==> src/rtl/pulse_width_meter_if.sv <==
// Result stream of pulse_width_meter: one measured width per transfer, valid/ready handshake.
interface pulse_width_meter_if #(
  parameter int CNT_W = 16,
  parameter int CH_W  = 2
);
  logic             m_valid;
  logic             m_ready;
  logic [CNT_W-1:0] m_width;
  logic [CH_W-1:0]  m_ch;
  logic             m_sat;

  modport master (output m_valid, m_width, m_ch, m_sat, input m_ready);
  modport slave  (input m_valid, m_width, m_ch, m_sat, output m_ready);
endinterface

==> src/rtl/pulse_width_meter.sv <==
// Multi-channel pulse width meter: per-channel counter FSMs, one-deep result slots, round-robin merge.
// Optional: define PWM_SYNC_EN to add a 2-flop synchroniser on every pulse_in bit.
module pulse_width_meter #(
  parameter int                NUM_CH     = 4,
  parameter int                CNT_W      = 16,
  parameter int                MIN_WIDTH  = 2,
  parameter logic [NUM_CH-1:0] ACTIVE_LOW = '0
) (
  input  logic                 clk,
  input  logic                 reset_n,
  input  logic [NUM_CH-1:0]    pulse_in,
  output logic [NUM_CH-1:0]    active,
  output logic [NUM_CH-1:0]    overflow,
  input  logic                 clr_ovf,
  pulse_width_meter_if.master  res
);
  localparam int               CH_W    = (NUM_CH > 1) ? $clog2(NUM_CH) : 1;
  localparam logic [CNT_W-1:0] MAX_CNT = '1;
  localparam logic [CNT_W:0]   MIN_THR = (CNT_W+1)'(MIN_WIDTH);

  typedef enum logic [1:0] {ARM, IDLE, MEAS} ch_state_e;

  // Returns {blocked, value}: blocked is set when the count is already all-ones.
  function automatic logic [CNT_W:0] sat_inc(input logic [CNT_W-1:0] c);
    if (c == MAX_CNT) return {1'b1, c};
    return {1'b0, c + CNT_W'(1)};
  endfunction

  function automatic logic reached(input logic [CNT_W-1:0] c);
    return {1'b0, c} >= MIN_THR;
  endfunction

  logic [NUM_CH-1:0] lvl;

  // Stage p0/p1: optional input synchroniser, reset to the idle level of each channel
`ifdef PWM_SYNC_EN
  logic [NUM_CH-1:0] sync_p0, sync_p1;
  always_ff @(posedge clk or negedge reset_n) begin
    if (!reset_n) begin
      sync_p0 <= ACTIVE_LOW;
      sync_p1 <= ACTIVE_LOW;
    end else begin
      sync_p0 <= pulse_in;
      sync_p1 <= sync_p0;
    end
  end
  assign lvl = sync_p1 ^ ACTIVE_LOW;
`else
  assign lvl = pulse_in ^ ACTIVE_LOW;
`endif

  ch_state_e         state_q [NUM_CH];
  ch_state_e         state_d [NUM_CH];
  logic [CNT_W-1:0]  cnt_q   [NUM_CH];
  logic [CNT_W-1:0]  cnt_d   [NUM_CH];
  logic [CNT_W:0]    inc     [NUM_CH];
  logic [NUM_CH-1:0] sat_q, sat_d, post, active_d;

  for (genvar g = 0; g < NUM_CH; g++) begin : g_inc
    assign inc[g] = sat_inc(cnt_q[g]);
  end

  always_comb begin
    for (int i = 0; i < NUM_CH; i++) begin
      state_d[i] = state_q[i];
      cnt_d[i]   = cnt_q[i];
      sat_d[i]   = sat_q[i];
      post[i]    = 1'b0;
      unique case (state_q[i])
        ARM:  if (!lvl[i]) state_d[i] = IDLE;
        IDLE: begin
          if (lvl[i]) begin
            state_d[i] = MEAS;
            cnt_d[i]   = CNT_W'(1);
            sat_d[i]   = 1'b0;
          end
        end
        MEAS: begin
          if (lvl[i]) begin
            cnt_d[i] = inc[i][CNT_W-1:0];
            sat_d[i] = sat_q[i] | inc[i][CNT_W];
          end else begin
            // Pulses shorter than MIN_WIDTH are glitches and vanish here.
            state_d[i] = IDLE;
            post[i]    = reached(cnt_q[i]);
          end
        end
        default: state_d[i] = ARM;
      endcase
      active_d[i] = (state_d[i] == MEAS) && reached(cnt_d[i]);
    end
  end

  always_ff @(posedge clk or negedge reset_n) begin
    if (!reset_n) begin
      for (int i = 0; i < NUM_CH; i++) state_q[i] <= ARM;
      active <= '0;
    end else begin
      for (int i = 0; i < NUM_CH; i++) state_q[i] <= state_d[i];
      active <= active_d;
    end
  end

  always_ff @(posedge clk) begin
    for (int i = 0; i < NUM_CH; i++) cnt_q[i] <= cnt_d[i];
    sat_q <= sat_d;
  end

  // Stage p0: per-channel holding slot and round-robin grant
  logic [CNT_W-1:0]  slot_w_p0 [NUM_CH];
  logic [NUM_CH-1:0] slot_sat_p0, pending_p0, grant, slot_load, ovf_set;
  logic [CH_W-1:0]   last, gnt_idx;
  logic              gnt_any, load, vld_p1;
  logic [CNT_W-1:0]  width_p1;
  logic [CH_W-1:0]   ch_p1;
  logic              sat_p1;

  assign load      = !vld_p1 || res.m_ready;
  assign slot_load = post & (~pending_p0 | grant);
  assign ovf_set   = post & pending_p0 & ~grant;

  always_comb begin
    gnt_any = 1'b0;
    gnt_idx = '0;
    grant   = '0;
    for (int j = 0; j < NUM_CH; j++) begin
      if (load && !gnt_any && pending_p0[(int'(last) + 1 + j) % NUM_CH]) begin
        gnt_any = 1'b1;
        gnt_idx = CH_W'((int'(last) + 1 + j) % NUM_CH);
        grant[(int'(last) + 1 + j) % NUM_CH] = 1'b1;
      end
    end
  end

  always_ff @(posedge clk or negedge reset_n) begin
    if (!reset_n) begin
      pending_p0 <= '0;
      overflow   <= '0;
    end else begin
      pending_p0 <= (pending_p0 & ~grant) | post;
      overflow   <= (overflow & ~{NUM_CH{clr_ovf}}) | ovf_set;
    end
  end

  always_ff @(posedge clk) begin
    for (int i = 0; i < NUM_CH; i++) begin
      if (slot_load[i]) begin
        slot_w_p0[i]   <= cnt_q[i];
        slot_sat_p0[i] <= sat_q[i];
      end
    end
  end

  // Stage p1: output register, frozen while a result waits for m_ready
  always_ff @(posedge clk or negedge reset_n) begin
    if (!reset_n) begin
      vld_p1   <= 1'b0;
      width_p1 <= '0;
      ch_p1    <= '0;
      sat_p1   <= 1'b0;
      last     <= CH_W'(NUM_CH - 1);
    end else if (load) begin
      vld_p1 <= gnt_any;
      if (gnt_any) begin
        width_p1 <= slot_w_p0[gnt_idx];
        ch_p1    <= gnt_idx;
        sat_p1   <= slot_sat_p0[gnt_idx];
        last     <= gnt_idx;
      end
    end
  end

  assign res.m_valid = vld_p1;
  assign res.m_width = width_p1;
  assign res.m_ch    = ch_p1;
  assign res.m_sat   = sat_p1;
endmodule

==> src/flat_wrapper.sv <==
// flat-port wrapper written by rule: the top's interface ports become plain ports
module pulse_width_meter_flat 
#(
  parameter int                NUM_CH     = 4,
  parameter int                CNT_W      = 16,
  parameter int                MIN_WIDTH  = 2,
  parameter logic [NUM_CH-1:0] ACTIVE_LOW = '0
)
  (clk, reset_n, pulse_in, active, overflow, clr_ovf, res_m_valid, res_m_width, res_m_ch, res_m_sat, res_m_ready);
  pulse_width_meter_if #(.CNT_W(CNT_W), .CH_W(2)) res_i ();
  input  logic clk;
  input  logic reset_n;
  input  logic [NUM_CH-1:0] pulse_in;
  output logic [NUM_CH-1:0] active;
  output logic [NUM_CH-1:0] overflow;
  input  logic clr_ovf;
  output wire logic [$bits(res_i.m_valid)-1:0] res_m_valid;
  output wire logic [$bits(res_i.m_width)-1:0] res_m_width;
  output wire logic [$bits(res_i.m_ch)-1:0] res_m_ch;
  output wire logic [$bits(res_i.m_sat)-1:0] res_m_sat;
  input wire logic [$bits(res_i.m_ready)-1:0] res_m_ready;
  assign res_m_valid = res_i.m_valid;
  assign res_m_width = res_i.m_width;
  assign res_m_ch = res_i.m_ch;
  assign res_m_sat = res_i.m_sat;
  assign res_i.m_ready = res_m_ready;
  pulse_width_meter #(.NUM_CH(NUM_CH), .CNT_W(CNT_W), .MIN_WIDTH(MIN_WIDTH), .ACTIVE_LOW(ACTIVE_LOW)) u_core (.clk(clk), .reset_n(reset_n), .pulse_in(pulse_in), .active(active), .overflow(overflow), .clr_ovf(clr_ovf), .res(res_i));
endmodule
==> config.mk <==
export PLATFORM = sky130hd
export DESIGN_NAME = pulse_width_meter_flat
export DESIGN_NICKNAME = d
export VERILOG_FILES = /design/src/rtl/pulse_width_meter_if.sv /design/src/rtl/pulse_width_meter.sv /design/src/flat_wrapper.sv
export SDC_FILE = /design/constraint.sdc
export NUM_CORES = 1
export LEC_CHECK = 0
export CAP_MARGIN = 20
export CORE_MARGIN = 1
export CORE_UTILIZATION = 55
export DETAILED_ROUTE_END_ITERATION = 10
export PLACE_DENSITY_LB_ADDON = 0.1
export SETUP_SLACK_MARGIN = 0.15
export SKIP_CTS_REPAIR_TIMING = 1
export SLEW_MARGIN = 30
export SYNTH_ARGS = -nofsm -noshare
export SYNTH_HDL_FRONTEND = slang
export SYNTH_SLANG_ARGS = --single-unit
==> constraint.sdc <==
create_clock -name clk -period 5.3 [get_ports clk]
set_input_delay 1.06 -clock clk [delete_from_list [all_inputs] [get_ports clk]]
set_output_delay 1.06 -clock clk [all_outputs]
set_load 0.05 [all_outputs]
==> Flow_metrics.wiki, run 1 <==
{| class="wikitable"
! Metric !! Value
|-
| Outcome || complete, no violations
|-
| Ratio of cells with drive above 1 in the final layout || 7.45%
|-
| Master cell of the clock root buffer || sky130_fd_sc_hd__clkbuf_16
|-
| Met3 global-route usage || approximately 4.6%
|-
| Logic gate share of total power || around 44%
|-
| Growth of design area from synthesis to finish || 11.5%
|-
| Crit Path Max Fanout || 29
|-
| Headroom to the max-slew limit || between 30% and 40%
|-
| Setup total negative slack || 0 ps
|-
| Number of synthesized register bits || 178
|-
| Cell type with the largest total area after synthesis || sky130_fd_sc_hd__edfxtp_1
|-
| Endpoint arrival time on the critical path || 4190 ps
|-
| NumNets Final || 978
|-
| DP HPWL || ~17000 um
|-
| Achievable Freq || 257 MHz
|-
| Setup crit end kind || register
|-
| TritonCTS clock tree || done
|-
| Count of final hold-check violations || 0
|-
| Clock latency of the later-clocked register in the worst-skew pair || roughly 430 ps
|-
| Number of nets still failing antenna checks after routing || 0
|-
| Global-route usage over all layers || 28.2%
|-
| Switching Share || between 40% and 50%
|-
| DR WL/cell || approximately 20 um
|-
| Synthesized net count || 962
|-
| Time the worst path needs with I/O delays and setup || 3890 ps
|-
| Overall overflow remaining after global route || 0
|-
| Worst clock skew || 9.93 ps
|-
| Met2 Track Usage GR || 44.4%
|-
| Die Area || 17300 um^2
|-
| Slew of the pin with the lowest slew margin || 960 ps
|-
| Die extent in x || approximately 130 um
|-
| Routed Wire Length || 24000 um
|-
| Post-synth top area share || between 20% and 30%
|-
| Count of H-tree levels built during CTS || 4
|-
| Total of endpoints with negative setup slack in the final report || 0
|-
| Synth Cell Area || between 9000 and 10000 um^2
|-
| Via total after detailed routing || 7823
|-
| Max Cap Violations || 0
|-
| N_diodes || 0
|-
| CTS sink cnt || about 180
|-
| Vertical die dimension || roughly 130 um
|-
| Dpl cells || 1137
|-
| Weighted congestion at the end of routability-driven global placement || 0.938
|-
| I/O pin total || 36
|-
| Distinct cell type count after synthesis || 80
|-
| Post-synthesis area per instance || 9.97 um^2
|-
| Global-route wire length before repair || 38400 um
|-
| Category of the worst setup path launch point || register
|-
| Total CTS buffers || 17
|-
| Register-to-register path setup slack || 1410 ps
|-
| Largest net degree at the start of global routing || 43
|-
| Peak ir drop on the vdd network || 0.000339 V
|-
| Number of max-slew violations in the final report || 0
|-
| Drt first-iter violations || 676
|-
| Hold path depth || 0
|-
| Yosys synthesis warning count || 0
|-
| Share of the yosys chip area belonging to registers || 48.8%
|-
| Met1 track demand over resource in global routing || 39.7%
|-
| Number of flops mapped to enable cells by yosys || a little over 70
|-
| RR Endpoint || u_core.res.m_width[1]
|-
| Startpoint of the lowest-slack register-to-register path || u_core.last[0]
|-
| Design Area, Final || approximately 10000 um^2
|-
| Net switching power of the design || between 2000 and 2500 uW
|-
| Std-Cell Rows || 46
|-
| Design internal power || 3180 uW
|-
| DR DRC count || 0
|-
| Relative contribution of sequential cells to total power || between 30% and 40%
|-
| Setup repair after global routing missed its margin || false
|-
| Pwr dens || about 530 nW/um^2
|-
| Startpoint-to-endpoint class of the critical path || register to register
|-
| Type of the tightest min-delay check || register to register
|-
| Post-DR vias/cell || 6.69
|-
| Instance area at placement || 9690 um^2
|-
| Number of antenna violations at the first check in global routing || 0
|-
| Worst R2R Path Depth || 10
|-
| Max Root-Sink Buffers || 2
|-
| Most used DFF post-synth || sky130_fd_sc_hd__edfxtp_1
|-
| Leak pwr || 0.00409 uW
|-
| Clock transition at the registers of the reported paths || 60 ps
|-
| Vias in the first global route || 7113
|-
| Initial core utilization || a little under three fifths
|-
| Total of buffers placed on input and output ports || 35
|-
| Hold worst-path end || u_core.slot_sat_p0[1]
|-
| Hold path start || u_core.sat_q[1]
|-
| Clock group share of total power || between 20% and 30%
|-
| Synthesized instance count || 924
|-
| Floorplan core area || roughly 16000 um^2
|-
| Detailed Routing Iterations Pass 1 || 5
|-
| Synth area leaders || sky130_fd_sc_hd__edfxtp_1 (23%), sky130_fd_sc_hd__dfxtp_1 (14%), sky130_fd_sc_hd__dfrtp_1 (11%)
|-
| Post-route clock period utilization || roughly 73%
|-
| Fraction of registers with async set or reset after synthesis || 23.6%
|-
| Grt peak-use layer || met2
|-
| Commonest cells after routing, fill and taps aside || sky130_fd_sc_hd__nand2_1 (74), sky130_fd_sc_hd__edfxtp_1 (72), sky130_fd_sc_hd__dfxtp_1 (64)
|-
| Non-filler cells in the finished layout || 1169
|-
| Most common cell after layout, fill and taps aside || sky130_fd_sc_hd__nand2_1
|-
| Required arrival time at the worst endpoint || 5600 ps
|}
[flip-flops by register name (all words and copies together) (netlist names)]
name	count
u_core.cnt_q	64
u_core.slot_w_p0	64
u_core.res.m_width	16
u_core.state_q	8
u_core.active	4
u_core.overflow	4
u_core.pending_p0	4
u_core.sat_q	4
u_core.slot_sat_p0	4
u_core.last	2
u_core.res.m_ch	2
u_core.res.m_sat	1
u_core.res.m_valid	1
[cell families (layout without fill, tap and decap cells)]
group,Yosys count,after routing,share of synthesized area (%)
xor gates and xnor gates,1,1,0.0951
DFF,178,178,48.8
muxes,40,40,4.56
and+or+nand+nor,358,358,21.3
AOI/OAI and AO/OA,227,227,17.2
buffers and inverters,90,119,3.98
adders and majority gates,30,30,4.07
[final cells by class]
type                    instances  area [um^2]
well taps                     216          270
repair buffers                 42          400
flip-flops and latches        178         4500
inverters                      45          169
multi-input cells             656         4350
clock inverters                12         97.6
fillers                      1305         5840
clock buffers                  20          489
[critical path: stages, from the launching register on]
cell and delay, ps:
sky130_fd_sc_hd__dfstp_2 700, sky130_fd_sc_hd__inv_1 180, sky130_fd_sc_hd__ha_1 300, sky130_fd_sc_hd__nor2_1 320
sky130_fd_sc_hd__mux2i_1 380, sky130_fd_sc_hd__a2111oi_0 160, sky130_fd_sc_hd__o21ba_2 880, sky130_fd_sc_hd__buf_4 290
sky130_fd_sc_hd__mux2_2 340, sky130_fd_sc_hd__o22ai_1 130, sky130_fd_sc_hd__a21oi_1 70
[cells in the mapped netlist (6+ instances only)]
library cell and count:
sky130_fd_sc_hd__o31ai_1 8, sky130_fd_sc_hd__a21o_1 21, sky130_fd_sc_hd__nand2b_1 7, sky130_fd_sc_hd__o41ai_1 8, sky130_fd_sc_hd__edfxtp_1 72, sky130_fd_sc_hd__inv_1 45
sky130_fd_sc_hd__mux2i_1 33, sky130_fd_sc_hd__nand4_1 29, sky130_fd_sc_hd__buf_2 8, sky130_fd_sc_hd__clkbuf_1 32, sky130_fd_sc_hd__and2_1 11, sky130_fd_sc_hd__a21oi_1 41
sky130_fd_sc_hd__dfxtp_1 64, sky130_fd_sc_hd__a31oi_1 13, sky130_fd_sc_hd__a22oi_1 6, sky130_fd_sc_hd__ha_1 30, sky130_fd_sc_hd__or4_1 10, sky130_fd_sc_hd__nor4_1 36
sky130_fd_sc_hd__and3_1 13, sky130_fd_sc_hd__and4_1 7, sky130_fd_sc_hd__or2_2 7, sky130_fd_sc_hd__nor3_1 22, sky130_fd_sc_hd__nand2_1 74, sky130_fd_sc_hd__mux2_2 6
sky130_fd_sc_hd__o211ai_1 10, sky130_fd_sc_hd__nor2b_1 8, sky130_fd_sc_hd__nor2_1 62, sky130_fd_sc_hd__dfrtp_1 40, sky130_fd_sc_hd__nand3_1 34, sky130_fd_sc_hd__o22ai_1 21
sky130_fd_sc_hd__o21ai_0 30, sky130_fd_sc_hd__or3_1 14
[stage by stage]
| stage | total power [uW] | hold slack, ps | utilization (%) | setup slack [ps] |
|---|---|---|---|---|
| after floorplan | 3580 | 403 | - | 1360 |
| after global placement | 4140 | 455 | 60.1 | 1210 |
| after detailed placement | 4220 | 444 | 60.1 | 1150 |
| after CTS | 5440 | 458 | 63.7 | 1420 |
| after global routing | 5740 | 472 | 63.7 | 1090 |
| final | 5450 | 454 | 63.7 | 1410 |
[power by group through the flow]
| stage | clock network, uW | registers (uW) | logic, uW |
|---|---|---|---|
| 5_1_grt | 1290 | 1870 | 2580 |
| 3_5_place_dp | 0 | 1870 | 2340 |
| 6_report | 1220 | 1850 | 2380 |
| 4_1_cts | 1240 | 1850 | 2350 |
| 2_1_floorplan | 0 | 2050 | 1530 |
| 3_3_place_gp | 0 | 1860 | 2280 |
[layer usage]
metal	part of all wire [%]	up-vias
met3	7.4	60
li1	-	3606
met4	2.5	0
met2	46	400
met1	44	3757
met5	0	-
[worst max path at each step]
stage,from,to,slack (ps)
after global routing,u_core.last[0],u_core.res.m_width[1],1090
after global placement,pulse_in[0],u_core.active[0],1210
after detailed placement,pulse_in[0],u_core.active[0],1150
after floorplan,u_core.last[0],u_core.slot_sat_p0[1],1360
after CTS,u_core.last[0],u_core.res.m_width[1],1420
final,u_core.last[0],u_core.res.m_width[1],1410
Note: power is estimated with default switching activity, not from simulation.
==> run 2, diff against run 1 <==
==> constraint.sdc (replaced) <==
create_clock -name clk -period 3.12 [get_ports clk]
set_input_delay 0.624 -clock clk [delete_from_list [all_inputs] [get_ports clk]]
set_output_delay 0.624 -clock clk [all_outputs]
set_load 0.05 [all_outputs]
==> Flow_metrics.wiki, run 2 (synthesis gave the netlist of run 1 again) <==
{| class="wikitable"
! Metric !! Value
|-
| Outcome || complete, no violations
|-
| TritonCTS clock tree || done
|-
| Most common cell after layout, fill and taps aside || sky130_fd_sc_hd__buf_4
|-
| Peak per-stage delay on the critical path || 610 ps (-270 ps)
|-
| Max Root-Sink Buffers || 2 (unchanged)
|-
| Count of H-tree levels built during CTS || 4 (unchanged)
|-
| Design internal power || 5970 uW (+88%)
|-
| Time the worst path needs with I/O delays and setup || 2910 ps (-975 ps)
|-
| Startpoint-to-endpoint class of the critical path || register to register
|-
| Achievable Freq || 344 MHz (+34%)
|-
| Vias in the first global route || 7962 (+12%)
|-
| Total of endpoints with negative setup slack in the final report || 0 (unchanged)
|-
| Net switching power of the design || 4260 uW (+88%)
|-
| Std-Cell Rows || 46 (unchanged)
|-
| Worst clock skew || 7.24 ps (-2.70 ps)
|-
| Detailed Routing Iterations Pass 1 || 8 (+3)
|-
| Clock transition at the registers of the reported paths || 70 ps (about the same)
|-
| Pre-CTS setup slack || -164 ps (-1310 ps)
|-
| Clock latency of the later-clocked register in the worst-skew pair || 430 ps (about the same)
|-
| Growth of design area from synthesis to finish || 23.7%
|-
| Instance area at placement || 10600 um^2 (+9.8%)
|-
| Overall overflow remaining after global route || 0 (unchanged)
|-
| Non-filler cells in the finished layout || 1289 (+10%)
|-
| Leak pwr || 0.00473 uW (+16%)
|-
| Smallest setup slack after layout || 209 ps (-1200 ps)
|-
| Drt first-iter violations || 733 (+8.4%)
|-
| FF/Latch Area || 4500 um^2 (about the same)
|-
| Total CTS buffers || 17 (unchanged)
|-
| Headroom to the max-slew limit || 44.5% (+8.5 points)
|-
| CTS sink cnt || 178 (unchanged)
|-
| Post-DR vias/cell || 6.47 (-3.4%)
|-
| Type of the tightest min-delay check || input port to async pin
|-
| Design Area, Final || 11400 um^2 (+11%)
|-
| Delay-heaviest family, CP || compound AO/OA/AOI/OAI gates
|-
| Crit Path Max Fanout || 17 (-41%)
|-
| Peak ir drop on the vdd network || 0.000701 V (+110%)
|-
| Post-route clock period utilization || 93.3% (+20 points)
|-
| Weighted congestion at the end of routability-driven global placement || 0.953 (+1.6%)
|-
| Clock group share of total power || 20.5% (-1.9 points)
|-
| Largest net degree at the start of global routing || 43 (unchanged)
|-
| Global-route wire length before repair || 42700 um (+11%)
|-
| Via total after detailed routing || 8335 (+6.5%)
|-
| Max Cap Violations || 0 (unchanged)
|-
| Routed Wire Length || 27200 um (+13%)
|-
| Overall power consumption || 10200 uW (+88%)
|-
| Count of final hold-check violations || 0 (unchanged)
|-
| Vertical die dimension || 131 um (unchanged)
|-
| Number of nets still failing antenna checks after routing || 0 (unchanged)
|-
| Global-route usage over all layers || 31.5% (+3.3 points)
|-
| DR DRC count || 0 (unchanged)
|-
| DR WL/cell || 21.1 um (+2.6%)
|-
| Floorplan core area || 16100 um^2 (unchanged)
|-
| Die extent in x || 131 um (unchanged)
|-
| DP HPWL || 20000 um (+16%)
|-
| Relative contribution of sequential cells to total power || 30.3% (-3.6 points)
|-
| Area used by multi-input combinational logic || 4500 um^2 (+3.5%)
|-
| Logic gate share of total power || 49.2% (+5.5 points)
|-
| Total of buffers placed on input and output ports || 35 (unchanged)
|-
| Endpoint arrival time on the critical path || 3050 ps (-1140 ps)
|-
| Pwr dens || 898 nW/um^2 (+69%)
|-
| Final Core Density || 70.7% (+7.0 points)
|-
| NumNets Final || 1097 (+12%)
|-
| Die Area || 17300 um^2 (unchanged)
|-
| I/O pin total || 36 (unchanged)
|-
| Master cell of the clock root buffer || sky130_fd_sc_hd__clkbuf_16
|-
| Critical-path top delay cell || sky130_fd_sc_hd__dfstp_2
|-
| Setup crit end kind || register
|-
| Required arrival time at the worst endpoint || 3260 ps (-2340 ps)
|-
| Commonest cells after routing, fill and taps aside || sky130_fd_sc_hd__buf_4 (119), sky130_fd_sc_hd__nand2_1 (72), sky130_fd_sc_hd__edfxtp_1 (72)
|-
| Setup repair after global routing missed its margin || true
|-
| Switching Share || 41.6% (-0.046 points)
|-
| Number of antenna violations at the first check in global routing || 0 (unchanged)
|-
| Slew of the pin with the lowest slew margin || 825 ps (-135 ps)
|-
| Initial core utilization || 57.2% (unchanged)
|-
| Layout filler cell count || 1213 (-7.0%)
|-
| Category of the worst setup path launch point || register
|-
| Critical Path, Cell by Cell || buf_4 -> ha_2 -> nor2_4 -> mux2i_4 -> a2111o_1 -> o2111ai_1 -> nor2b_4 -> buf_12
|-
| Number of max-slew violations in the final report || 0 (unchanged)
|-
| Buf+Inv Stages, Crit Path || 2 (unchanged)
|-
| Dpl cells || 1248 (+9.8%)
|-
| Ratio of cells with drive above 1 in the final layout || 20.4% (+13 points)
|}
run 2: changes by cell type in the layout (fill, tap and decap cells not counted), sizes merged:
cell	change
diode	+1
inv	+2
clkinvlp	-1
bufinv	+1
clkbuf	-1
buf	+119
clkinv	-1
run 2: final cells by class:
type / instances / area share [%]
timing repair buffer: 161 / 12.1
clock inverter: 13 / 1.08
tap: 216 / 2.37
inverter: 45 / 1.48
multi-input combinational: 656 / 39.5
antenna: 1 / 0.0220
sequential: 178 / 39.5
clock buffer: 19 / 3.98
run 2: power by group through the flow:
stage	logic, uW	registers (uW)	clock network, uW
floorplan	2680	3490	0
global placement	4550	3100	0
detailed placement	4700	3120	0
CTS	4730	3070	2120
global route	5390	3130	2220
finish	5040	3100	2100
run 2: through the flow:
| step | hold WS, ps | TNS [ps] |
|---|---|---|
| 6_report | 213 | 0 |
| 5_1_grt | 227 | 0 |
| 4_1_cts | 215 | 0 |
| 3_5_place_dp | 458 | -224 |
| 3_3_place_gp | 461 | -137 |
| 2_1_floorplan | 328 | 0 |
run 2: layer usage:
layer / share of wire [%] / up-vias / routed length (um) / track usage (%)
met5: 0 / - / 0 / 0
met4: 2.3 / 0 / 625 / 9.75
met3: 7.6 / 60 / 2060 / 5.17
met2: 49 / 436 / 13300 / 52.1
met1: 41 / 4017 / 11300 / 42.4
li1: - / 3822 / - / -
run 2: worst paths after layout:
kind | from | end | slack, ps | cells after the start
worst min-delay path | reset_n | u_core.state_q[5] | 210 | 1
worst max register to register | u_core.last[0] | u_core.slot_w_p0[2][7] | 210 | 8
max in group asynchronous | reset_n | u_core.res.m_width[11] | 2480 | 1
worst max-delay path | u_core.last[0] | u_core.slot_w_p0[2][7] | 210 | 8
worst min register to register | u_core.sat_q[2] | u_core.slot_sat_p0[2] | 470 | 0
min in group clk | u_core.sat_q[2] | u_core.slot_sat_p0[2] | 470 | 0
